$ cat config.mk
export PLATFORM = sky130hd
export DESIGN_NAME = led_key_indicator
export DESIGN_NICKNAME = d
export VERILOG_FILES = /design/src/rtl/led_key_indicator.sv
export SDC_FILE = /design/constraint.sdc
export NUM_CORES = 1
export LEC_CHECK = 0
export ABC_AREA = 1
export CAP_MARGIN = 20
export CORE_MARGIN = 5
export CORE_UTILIZATION = 35
export DETAILED_ROUTE_END_ITERATION = 6
export GPL_TIMING_DRIVEN = 0
export HOLD_SLACK_MARGIN = 0.02
export PLACE_DENSITY_LB_ADDON = 0.15
export SYNTH_ARGS = -nofsm -noshare
export SYNTH_HDL_FRONTEND = slang
export SYNTH_SLANG_ARGS = --single-unit
$ cat constraint.sdc
create_clock -name clk -period 2.69 [get_ports clk]
set_input_delay 0.269 -clock clk [delete_from_list [all_inputs] [get_ports clk]]
set_output_delay 0.269 -clock clk [all_outputs]
set_load 0.02 [all_outputs]
$ cat src/rtl/led_key_indicator.sv
// -----------------------------------------------------------------------------
// led_key_indicator
//
// Drives the board status LEDs for the keypad path. Input comes from the keypad
// scanner. The driver shows a press indicator and a CODE_W-bit code field. The
// press LED is stretched so that a short tap stays visible. The code field can
// show the live key, the last latched key, a blinking latched key, or the
// number of presses modulo 2^CODE_W.
//
// All outputs are registered. The pin polarity is applied on the final
// register, so that everything before it works on a logical "lit" vector.
//
// Ports
//   clk            system clock, all logic on posedge
//   sys_rst_n      asynchronous active-low reset
//   IsPressed      key held (synchronous to clk, already debounced)
//   keyboard_data  key code, meaningful only while IsPressed=1
//   mode           00 LIVE, 01 LATCH, 10 BLINK, 11 COUNT
//   led            led[CODE_W] = press LED, led[CODE_W-1:0] = code field
// -----------------------------------------------------------------------------
module led_key_indicator #(
    parameter int CODE_W      = 4,
    parameter int STRETCH_CYC = 2_700_000,
    parameter int BLINK_CYC   = 6_750_000,
    parameter int ACTIVE_LOW  = 1
) (
    input  logic              clk,
    input  logic              sys_rst_n,
    input  logic              IsPressed,
    input  logic [CODE_W-1:0] keyboard_data,
    input  logic [1:0]        mode,
    output logic [CODE_W:0]   led
);

    typedef enum logic [1:0] {
        MODE_LIVE  = 2'b00,
        MODE_LATCH = 2'b01,
        MODE_BLINK = 2'b10,
        MODE_COUNT = 2'b11
    } mode_e;

    localparam int SW = (STRETCH_CYC > 1) ? $clog2(STRETCH_CYC) : 1;
    localparam int BW = (BLINK_CYC > 1) ? $clog2(BLINK_CYC) : 1;
    localparam logic [SW-1:0]   STRETCH_LOAD = SW'(STRETCH_CYC - 1);
    localparam logic [BW-1:0]   BLINK_LAST   = BW'(BLINK_CYC - 1);
    localparam logic [CODE_W:0] LED_OFF      = {(CODE_W+1){(ACTIVE_LOW != 0)}};

    logic              press_q, press_d;
    logic [CODE_W-1:0] code_latch_q, code_latch_d;
    logic [CODE_W-1:0] press_cnt_q, press_cnt_d;
    logic [SW-1:0]     stretch_cnt_q, stretch_cnt_d;
    logic [BW-1:0]     blink_cnt_q, blink_cnt_d;
    logic              blink_ph_q, blink_ph_d;
    mode_e             mode_q, mode_d;
    logic [CODE_W:0]   led_q, led_d;

    logic              rise;
    logic              blink_enter;
    logic [BW-1:0]     blink_cnt_eff;
    logic              blink_ph_eff;
    logic [CODE_W-1:0] code_lit;
    logic [CODE_W:0]   lit;

    always_comb begin
        press_d       = IsPressed;
        rise          = IsPressed & ~press_q;
        mode_d        = mode_e'(mode);

        code_latch_d  = code_latch_q;
        press_cnt_d   = press_cnt_q;
        stretch_cnt_d = stretch_cnt_q;
        if (stretch_cnt_q != '0) begin
            stretch_cnt_d = stretch_cnt_q - 1'b1;
        end
        // A rise always reloads the stretch timer, so a retrigger extends the
        // press LED rather than being ignored.
        if (rise) begin
            code_latch_d  = keyboard_data;
            press_cnt_d   = press_cnt_q + CODE_W'(1);
            stretch_cnt_d = STRETCH_LOAD;
        end

        // On the first cycle in BLINK, behave as if the counter had already
        // been cleared and the phase set to visible. That way the first
        // visible phase lasts a full BLINK_CYC cycles, starting right at
        // the mode change.
        blink_enter   = (mode_d == MODE_BLINK) && (mode_q != MODE_BLINK);
        blink_cnt_eff = blink_enter ? '0 : blink_cnt_q;
        blink_ph_eff  = blink_enter | blink_ph_q;
        blink_cnt_d   = blink_cnt_q;
        blink_ph_d    = blink_ph_q;
        if (mode_d == MODE_BLINK) begin
            if (blink_cnt_eff == BLINK_LAST) begin
                blink_cnt_d = '0;
                blink_ph_d  = ~blink_ph_eff;
            end else begin
                blink_cnt_d = blink_cnt_eff + 1'b1;
                blink_ph_d  = blink_ph_eff;
            end
        end

        code_lit = '0;
        case (mode_d)
            MODE_LIVE:  code_lit = IsPressed ? keyboard_data : '0;
            MODE_LATCH: code_lit = code_latch_q;
            MODE_BLINK: code_lit = blink_ph_eff ? code_latch_q : '0;
            MODE_COUNT: code_lit = press_cnt_q;
            default:    code_lit = '0;
        endcase

        lit   = {IsPressed | (stretch_cnt_q != '0), code_lit};
        led_d = (ACTIVE_LOW != 0) ? ~lit : lit;
    end

    always_ff @(posedge clk or negedge sys_rst_n) begin
        if (!sys_rst_n) begin
            press_q       <= 1'b0;
            code_latch_q  <= '0;
            press_cnt_q   <= '0;
            stretch_cnt_q <= '0;
            blink_cnt_q   <= '0;
            blink_ph_q    <= 1'b1;
            mode_q        <= MODE_LIVE;
            led_q         <= LED_OFF;
        end else begin
            press_q       <= press_d;
            code_latch_q  <= code_latch_d;
            press_cnt_q   <= press_cnt_d;
            stretch_cnt_q <= stretch_cnt_d;
            blink_cnt_q   <= blink_cnt_d;
            blink_ph_q    <= blink_ph_d;
            mode_q        <= mode_d;
            led_q         <= led_d;
        end
    end

    assign led = led_q;

endmodule
==> results of run 1 <==
## synth_stat cells (2+ instances only)
master and number:
nand3b_1 4, inv_1 56, nor2_2 2, o22ai_1 5, nor3_1 11, nand3_1 42
o21ai_0 22, nor2_4 3, o21ai_1 6, or2_2 2, o31ai_1 2, nor4_1 7
a221oi_1 4, buf_4 2, inv_2 2, xnor2_1 8, clkbuf_1 6, a21oi_1 8
nor2_1 67, nand2_1 124, nand4_1 7, dfstp_2 6, xor2_1 10, dfrtp_1 56
nand2_2 2, ha_1 3
## worst max-delay path, cell delays in order
cell	delay, ns
clkdlybuf4s50_1	0.64
inv_2	0.09
nor2_4	0.18
nand2_4	0.10
buf_6	0.16
inv_2	0.14
nor2_1	0.06
ha_1	0.21
nand3_1	0.17
nor2_4	0.08
nand3_2	0.14
nor2_4	0.06
nor2_4	0.22
nand3_1	0.11
nand2_1	0.08
## cells by family after synthesis
| logic type | share of synthesized area [%] |
|---|---|
| flip-flops | 44.23 |
| buffers and inverters | 7.703 |
| XOR/XNOR | 4.473 |
| AND/OR/NAND/NOR | 34.22 |
| adder cells (fa/ha/maj) | 1.065 |
| AO/OA/AOI/OAI | 8.307 |
## routing by layer
| layer | routed length (um) | track usage, % | vias to the layer above |
|---|---|---|---|
| met5 | 0 | 0 | - |
| met4 | 61 | 4.837 | 0 |
| met3 | 236 | 3.727 | 4 |
| met2 | 3992 | 24.39 | 40 |
| met1 | 4221 | 20.15 | 1503 |
| li1 | - | - | 1585 |
## state kept, by name, summed over array words and instances, names as in the netlist
name and flops:
code_latch_q 4, stretch_cnt_q 22, press_q 1, led 5, mode_q 2, blink_ph_q 1, blink_cnt_q 23, press_cnt_q 4
## stage by stage
step           cells  setup WS [ns]
2_1_floorplan    476         0.7114
3_3_place_gp     622        -0.7569
3_5_place_dp     622        -0.2520
4_1_cts          638         0.1084
5_1_grt          638        0.04147
6_report         638         0.2220
## power by group
part / total (mW) / internal, mW / switching, mW
sequential: 1.13 / 1.04 / 0.0893
combinational: 0.332 / 0.140 / 0.192
clock: 0.863 / 0.439 / 0.424
total: 2.33 / 1.62 / 0.706
## final cells by class
| cell class | count | area, um^2 |
|---|---|---|
| clock buffer | 9 | 123.9 |
| multi-input combinational | 346 | 1702 |
| clock inverter | 7 | 80.08 |
| sequential | 62 | 1559 |
| fill | 1037 | 5789 |
| timing repair buffer | 13 | 127.6 |
| buffer | 10 | 53.80 |
| tap | 133 | 166.4 |
| inverter | 58 | 217.7 |
## what timing repair did
action,CTS,global route
hold buffers,0,0
gates resized for setup,0,2
setup endpoints to repair,0,19
## how the worst min path moves through the flow
| stage | startpoint | end | cells past startpoint |
|---|---|---|---|
| floorplan | sys_rst_n | blink_cnt_q[0] | 0 |
| global placement | code_latch_q[0] | led[0] | 1 |
| detailed placement | sys_rst_n | code_latch_q[3] | 1 |
| CTS | sys_rst_n | code_latch_q[3] | 1 |
| global route | sys_rst_n | code_latch_q[3] | 1 |
| finish | sys_rst_n | code_latch_q[3] | 1 |
==> flow_metrics.py, run 1 <==
metrics = {
    "outcome": {
        "status": "complete, but fails checks",
        "violations": "negative hold slack",
    },
    "detailed_routing": {
        "drt_iter0_drc": 165,
        "post_drt_wl_per_cell_um": 13.34,
        "drcViolationCount": 0,
        "via_per_inst": 4.909,
        "via_count": 3132,
        "wl_um": 8512,
        "ant_nets": 0,
        "drt_first_pass_iters": 7,
    },
    "yosys": {
        "synth_enable_flop_cells": 0,
        "synthArstFlopShare_pct": 100.0,
        "synth_top_cell_area_share_pct": 39.76,
        "syn_area_mm2": 0.003525,
        "syn_avg_cell_area_um2": 7.405,
        "synthCells": 476,
        "yosys.area.top_type": "dfrtp_1",
        "synth-seq-cells": 62,
        "yosysSeqAreaShare_pct": 44.23,
        "synthTopCellsByArea": "dfrtp_1, nand2_1, nor2_1, inv_1, nand3_1",
        "yosys_most_used_dff": "dfrtp_1",
        "syn_nets": 488,
        "synth_warnings": 0,
        "yosysUniqueCellTypes": 35,
    },
    "grt": {
        "grt_pass1_vias": 2933,
        "antenna_found_initial": 0,
        "grt-ovfl-total": 0,
        "grtUsageTotal_pct": 15.18,
        "grt_max_degree": 63,
        "grt_pass1_wl_um": 14190,
    },
    "timing": {
        "hold_slack_ns": -0.007437,
        "fin_setup_tns_ns": 0,
        "max_freq_ghz": 0.4052,
        "relSlewSlack_pct": 46.51,
        "setup_viol": 0,
        "rsz0062_at_grt": "false",
        "worstMarginPinSlew_ns": 0.8024,
        "report.final.slew_viol_count": 0,
        "fin_crit_sh_pct": 91.75,
        "clock_skew_ns": 0.01478,
        "min_period_ns": 2.468,
        "timing_hold_violations_final": 2,
    },
    "cts": {
        "cts-root-buf": "clkbuf_8",
        "cts_max_level": 3,
        "cts_sinks": 62,
        "cts_tree": "done",
        "clock_latency_ns": 0.34,
        "cts_buffers": 9,
        "cts_buffer_depth": 2,
        "clk_pin_slew_ns": 0.08,
        "post_cts_buffers": 0,
    },
    "final_layout": {
        "area_growth_pct": 14.34,
        "final_cell_mix": "nand2_1, nor2_1, inv_1, dfrtp_1, nand3_1",
        "final_common_cell": "nand2_1",
        "final_area_mm2": 0.004030,
        "antennaDiodeCount": 0,
        "nNetsFinal": 512,
        "final_util_pct": 41.04,
        "drive_gt1_share_pct": 8.317,
    },
    "die": {
        "die_w_um": 110.4,
        "start_util_pct": 35.89,
        "die_h_um": 110.4,
        "core_area_mm2": 0.009819,
        "num_io_pins": 14,
        "dieArea_mm2": 0.01218,
        "rows": 36,
    },
    "worst_setup_path": {
        "worst_r2r_endpoint": "blink_cnt_q[20]",
        "crit_end": "blink_cnt_q[18]",
        "critPathLaunch": "mode[1]",
        "end_kind": "flip-flop",
        "critical_path.max_fanout": 10,
        "r2r_setup_slack_ns": 0.43,
        "required_ns": 2.96,
        "setup.worst_path.class": "in -> reg",
        "cp-start-kind": "primary input",
        "arrival_ns": 2.73,
        "timing.rr.start": "mode_q[0]",
        "reg2reg_depth": 14,
    },
    "min_path": {
        "hp-class": "in -> async",
    },
    "pwr": {
        "ir_drop_v": 0.0002108,
        "p_leak_nw": 1.761,
        "powerDensity_mw_per_mm2": 577.2,
        "power_mw": 2.326,
    },
    "placed_design": {
        "placed_area_mm2": 0.003819,
        "gp_congestion": 0.9183,
        "numPortBuffers": 13,
        "dpl.hpwl_um": 6135,
    },
    "run": {
        "cap_viol_max_count": 0,
    },
}
Power figures use the tool's default switching activity.
==> run 2, diff against run 1 <==
==> constraint.sdc (replaced) <==
create_clock -name clk -period 2.7 [get_ports clk]
set_input_delay 0.27 -clock clk [delete_from_list [all_inputs] [get_ports clk]]
set_output_delay 0.27 -clock clk [all_outputs]
set_load 0.02 [all_outputs]
==> run 2 against run 1 <==
The run still ends with negative hold slack left; register-to-register slack worse by 0.04 ns; highest routed layer unchanged; first-iteration DRC count is 0.61% lower; critical endpoint is now blink_cnt_q[20]; power is 0.42% lower; final area is 0.12% lower.
==> flow_metrics.py, run 2 (same netlist as run 1, synthesis figures left out) <==
metrics = {
    "outcome": {
        "status": "complete, but fails checks",
        "violations": "negative hold slack",
    },
    "timing": {
        "setup_viol": 0,
        "fin_crit_sh_pct": 91.87,
        "max_freq_ghz": 0.4031,
        "worstMarginPinSlew_ns": 0.8068,
        "relSlewSlack_pct": 46.22,
        "clock_skew_ns": 0.01482,
        "timing_hold_violations_final": 2,
        "report.final.slew_viol_count": 0,
        "rsz0062_at_grt": "false",
        "hold_slack_ns": -0.006520,
        "min_period_ns": 2.481,
        "setup_ws_ns": 0.2195,
        "fin_setup_tns_ns": 0,
    },
    "cts": {
        "cts_max_level": 3,
        "cts_tree": "done",
        "clock_latency_ns": 0.34,
        "cts_buffer_depth": 2,
        "clk_pin_slew_ns": 0.08,
        "cts_buffers": 9,
        "cts_sinks": 62,
        "cts-root-buf": "clkbuf_8",
    },
    "worst_setup_path": {
        "arrival_ns": 2.71,
        "crit_top_cell": "nand3_1",
        "setup.worst_path.class": "in -> reg",
        "end_kind": "flip-flop",
        "timing.rr.start": "mode_q[0]",
        "critical_path.max_fanout": 10,
        "critPathLaunch": "mode[1]",
        "cpMaxStageDelayCell": "clkdlybuf4s50_1",
        "crit_family": "simple AND/OR/NAND/NOR gates",
        "path_cells": "clkdlybuf4s50_1, inv_2, nor2_4, nand2_4, buf_6, inv_2, nor2_1, ha_1, nand3_1, nor2_2, nand2_1, nor2_1, nand3_1, nand3_1, nand2_1",
        "crit_buf_inv": 4,
        "required_ns": 2.93,
        "max_stage_delay_ns": 0.56,
        "cp-start-kind": "primary input",
    },
    "detailed_routing": {
        "wl_um": 8487,
        "drt_iter0_drc": 164,
        "ant_nets": 0,
        "post_drt_wl_per_cell_um": 13.30,
        "via_count": 3116,
        "drcViolationCount": 0,
        "drt_first_pass_iters": 5,
        "via_per_inst": 4.884,
    },
    "run": {
        "cap_viol_max_count": 0,
    },
    "placed_design": {
        "placed_area_mm2": 0.003819,
        "dpl.hpwl_um": 6135,
        "gp_congestion": 0.9183,
        "numPortBuffers": 13,
        "pre_cts_slack_ns": -0.2430,
        "dp.cells": 622,
    },
    "pwr": {
        "ir_drop_v": 0.0002106,
        "powerDensity_mw_per_mm2": 575.5,
        "p_leak_nw": 1.761,
        "power_mw": 2.316,
    },
    "grt": {
        "grtUsageTotal_pct": 15.18,
        "antenna_found_initial": 0,
        "grt_pass1_vias": 2933,
        "grt_max_degree": 63,
        "grt_pass1_wl_um": 14190,
        "grt-ovfl-total": 0,
    },
    "final_layout": {
        "regMostFlops": "blink_cnt_q",
        "final_cells": 638,
        "antennaDiodeCount": 0,
        "largest_reg_flops": 23,
        "final_util_pct": 40.99,
        "fill_cells": 1037,
        "area_growth_pct": 14.20,
        "nNetsFinal": 512,
        "final_cell_mix": "nand2_1, nor2_1, inv_1, dfrtp_1, nand3_1",
        "final_area_mm2": 0.004025,
        "final_common_cell": "nand2_1",
        "drive_gt1_share_pct": 8.317,
    },
    "die": {
        "num_io_pins": 14,
        "rows": 36,
        "dieArea_mm2": 0.01218,
        "die_h_um": 110.4,
        "die_w_um": 110.4,
        "core_area_mm2": 0.009819,
        "start_util_pct": 35.89,
    },
    "min_path": {
        "hp-class": "in -> async",
    },
}
[run 2: path summary, 6_finish.rpt]
check,to,slack [ns],depth (start not counted)
setup / recovery,blink_cnt_q[20],0.22,15
hold / removal,code_latch_q[3],-0.007,1
setup reg to reg,blink_cnt_q[20],0.39,14
hold reg to reg,led[0],0.44,1
max in group asynchronous,blink_cnt_q[14],2.15,1
min in group clk,mode_q[0],0.40,1
[run 2: report_power, final]
group          switching, mW  leakage [nW]  internal, mW  total, mW
Clock                  0.424        0.0968         0.437      0.861
Combinational          0.189         0.907         0.139      0.328
Sequential            0.0890         0.757          1.04       1.13
[run 2: final cells by class]
type / instances / area (um^2) / area share, %
buffer: 10 / 53.80 / 1.337
clock buffer: 9 / 123.9 / 3.077
clock inverter: 7 / 80.08 / 1.989
inverter: 58 / 217.7 / 5.409
multi-input combinational: 346 / 1697 / 42.15
sequential: 62 / 1559 / 38.73
tap: 133 / 166.4 / 4.134
timing repair buffer: 13 / 127.6 / 3.171
[run 2: repair_timing]
item,in CTS,in global routing
hold endpoints to repair,0,0
endpoints found under the setup margin,0,18
resized for setup,0,1
buffers inserted,0,0
hold buffers,0,0
[run 2: metal layers]
layer  track usage (%)  vias up  wire length (um)
met5                 0        -                 0
li1                  -     1585                 -
met2             24.39       37              3975
met1             20.15     1488              4181
met3             3.727        6               250
met4             4.837        0                79
[run 2: worst reg2reg max path, stage by stage (launching register included)]
cell and delay (ns):
dfrtp_1 0.37, inv_1 0.05, nand2_1 0.09, nand2_4 0.12, buf_6 0.15, inv_2 0.10
nor2_1 0.11, ha_1 0.19, nand3_1 0.14, nor2_2 0.25, nand2_1 0.18, nor2_1 0.21
nand3_1 0.10, nand3_1 0.09, nand2_1 0.06
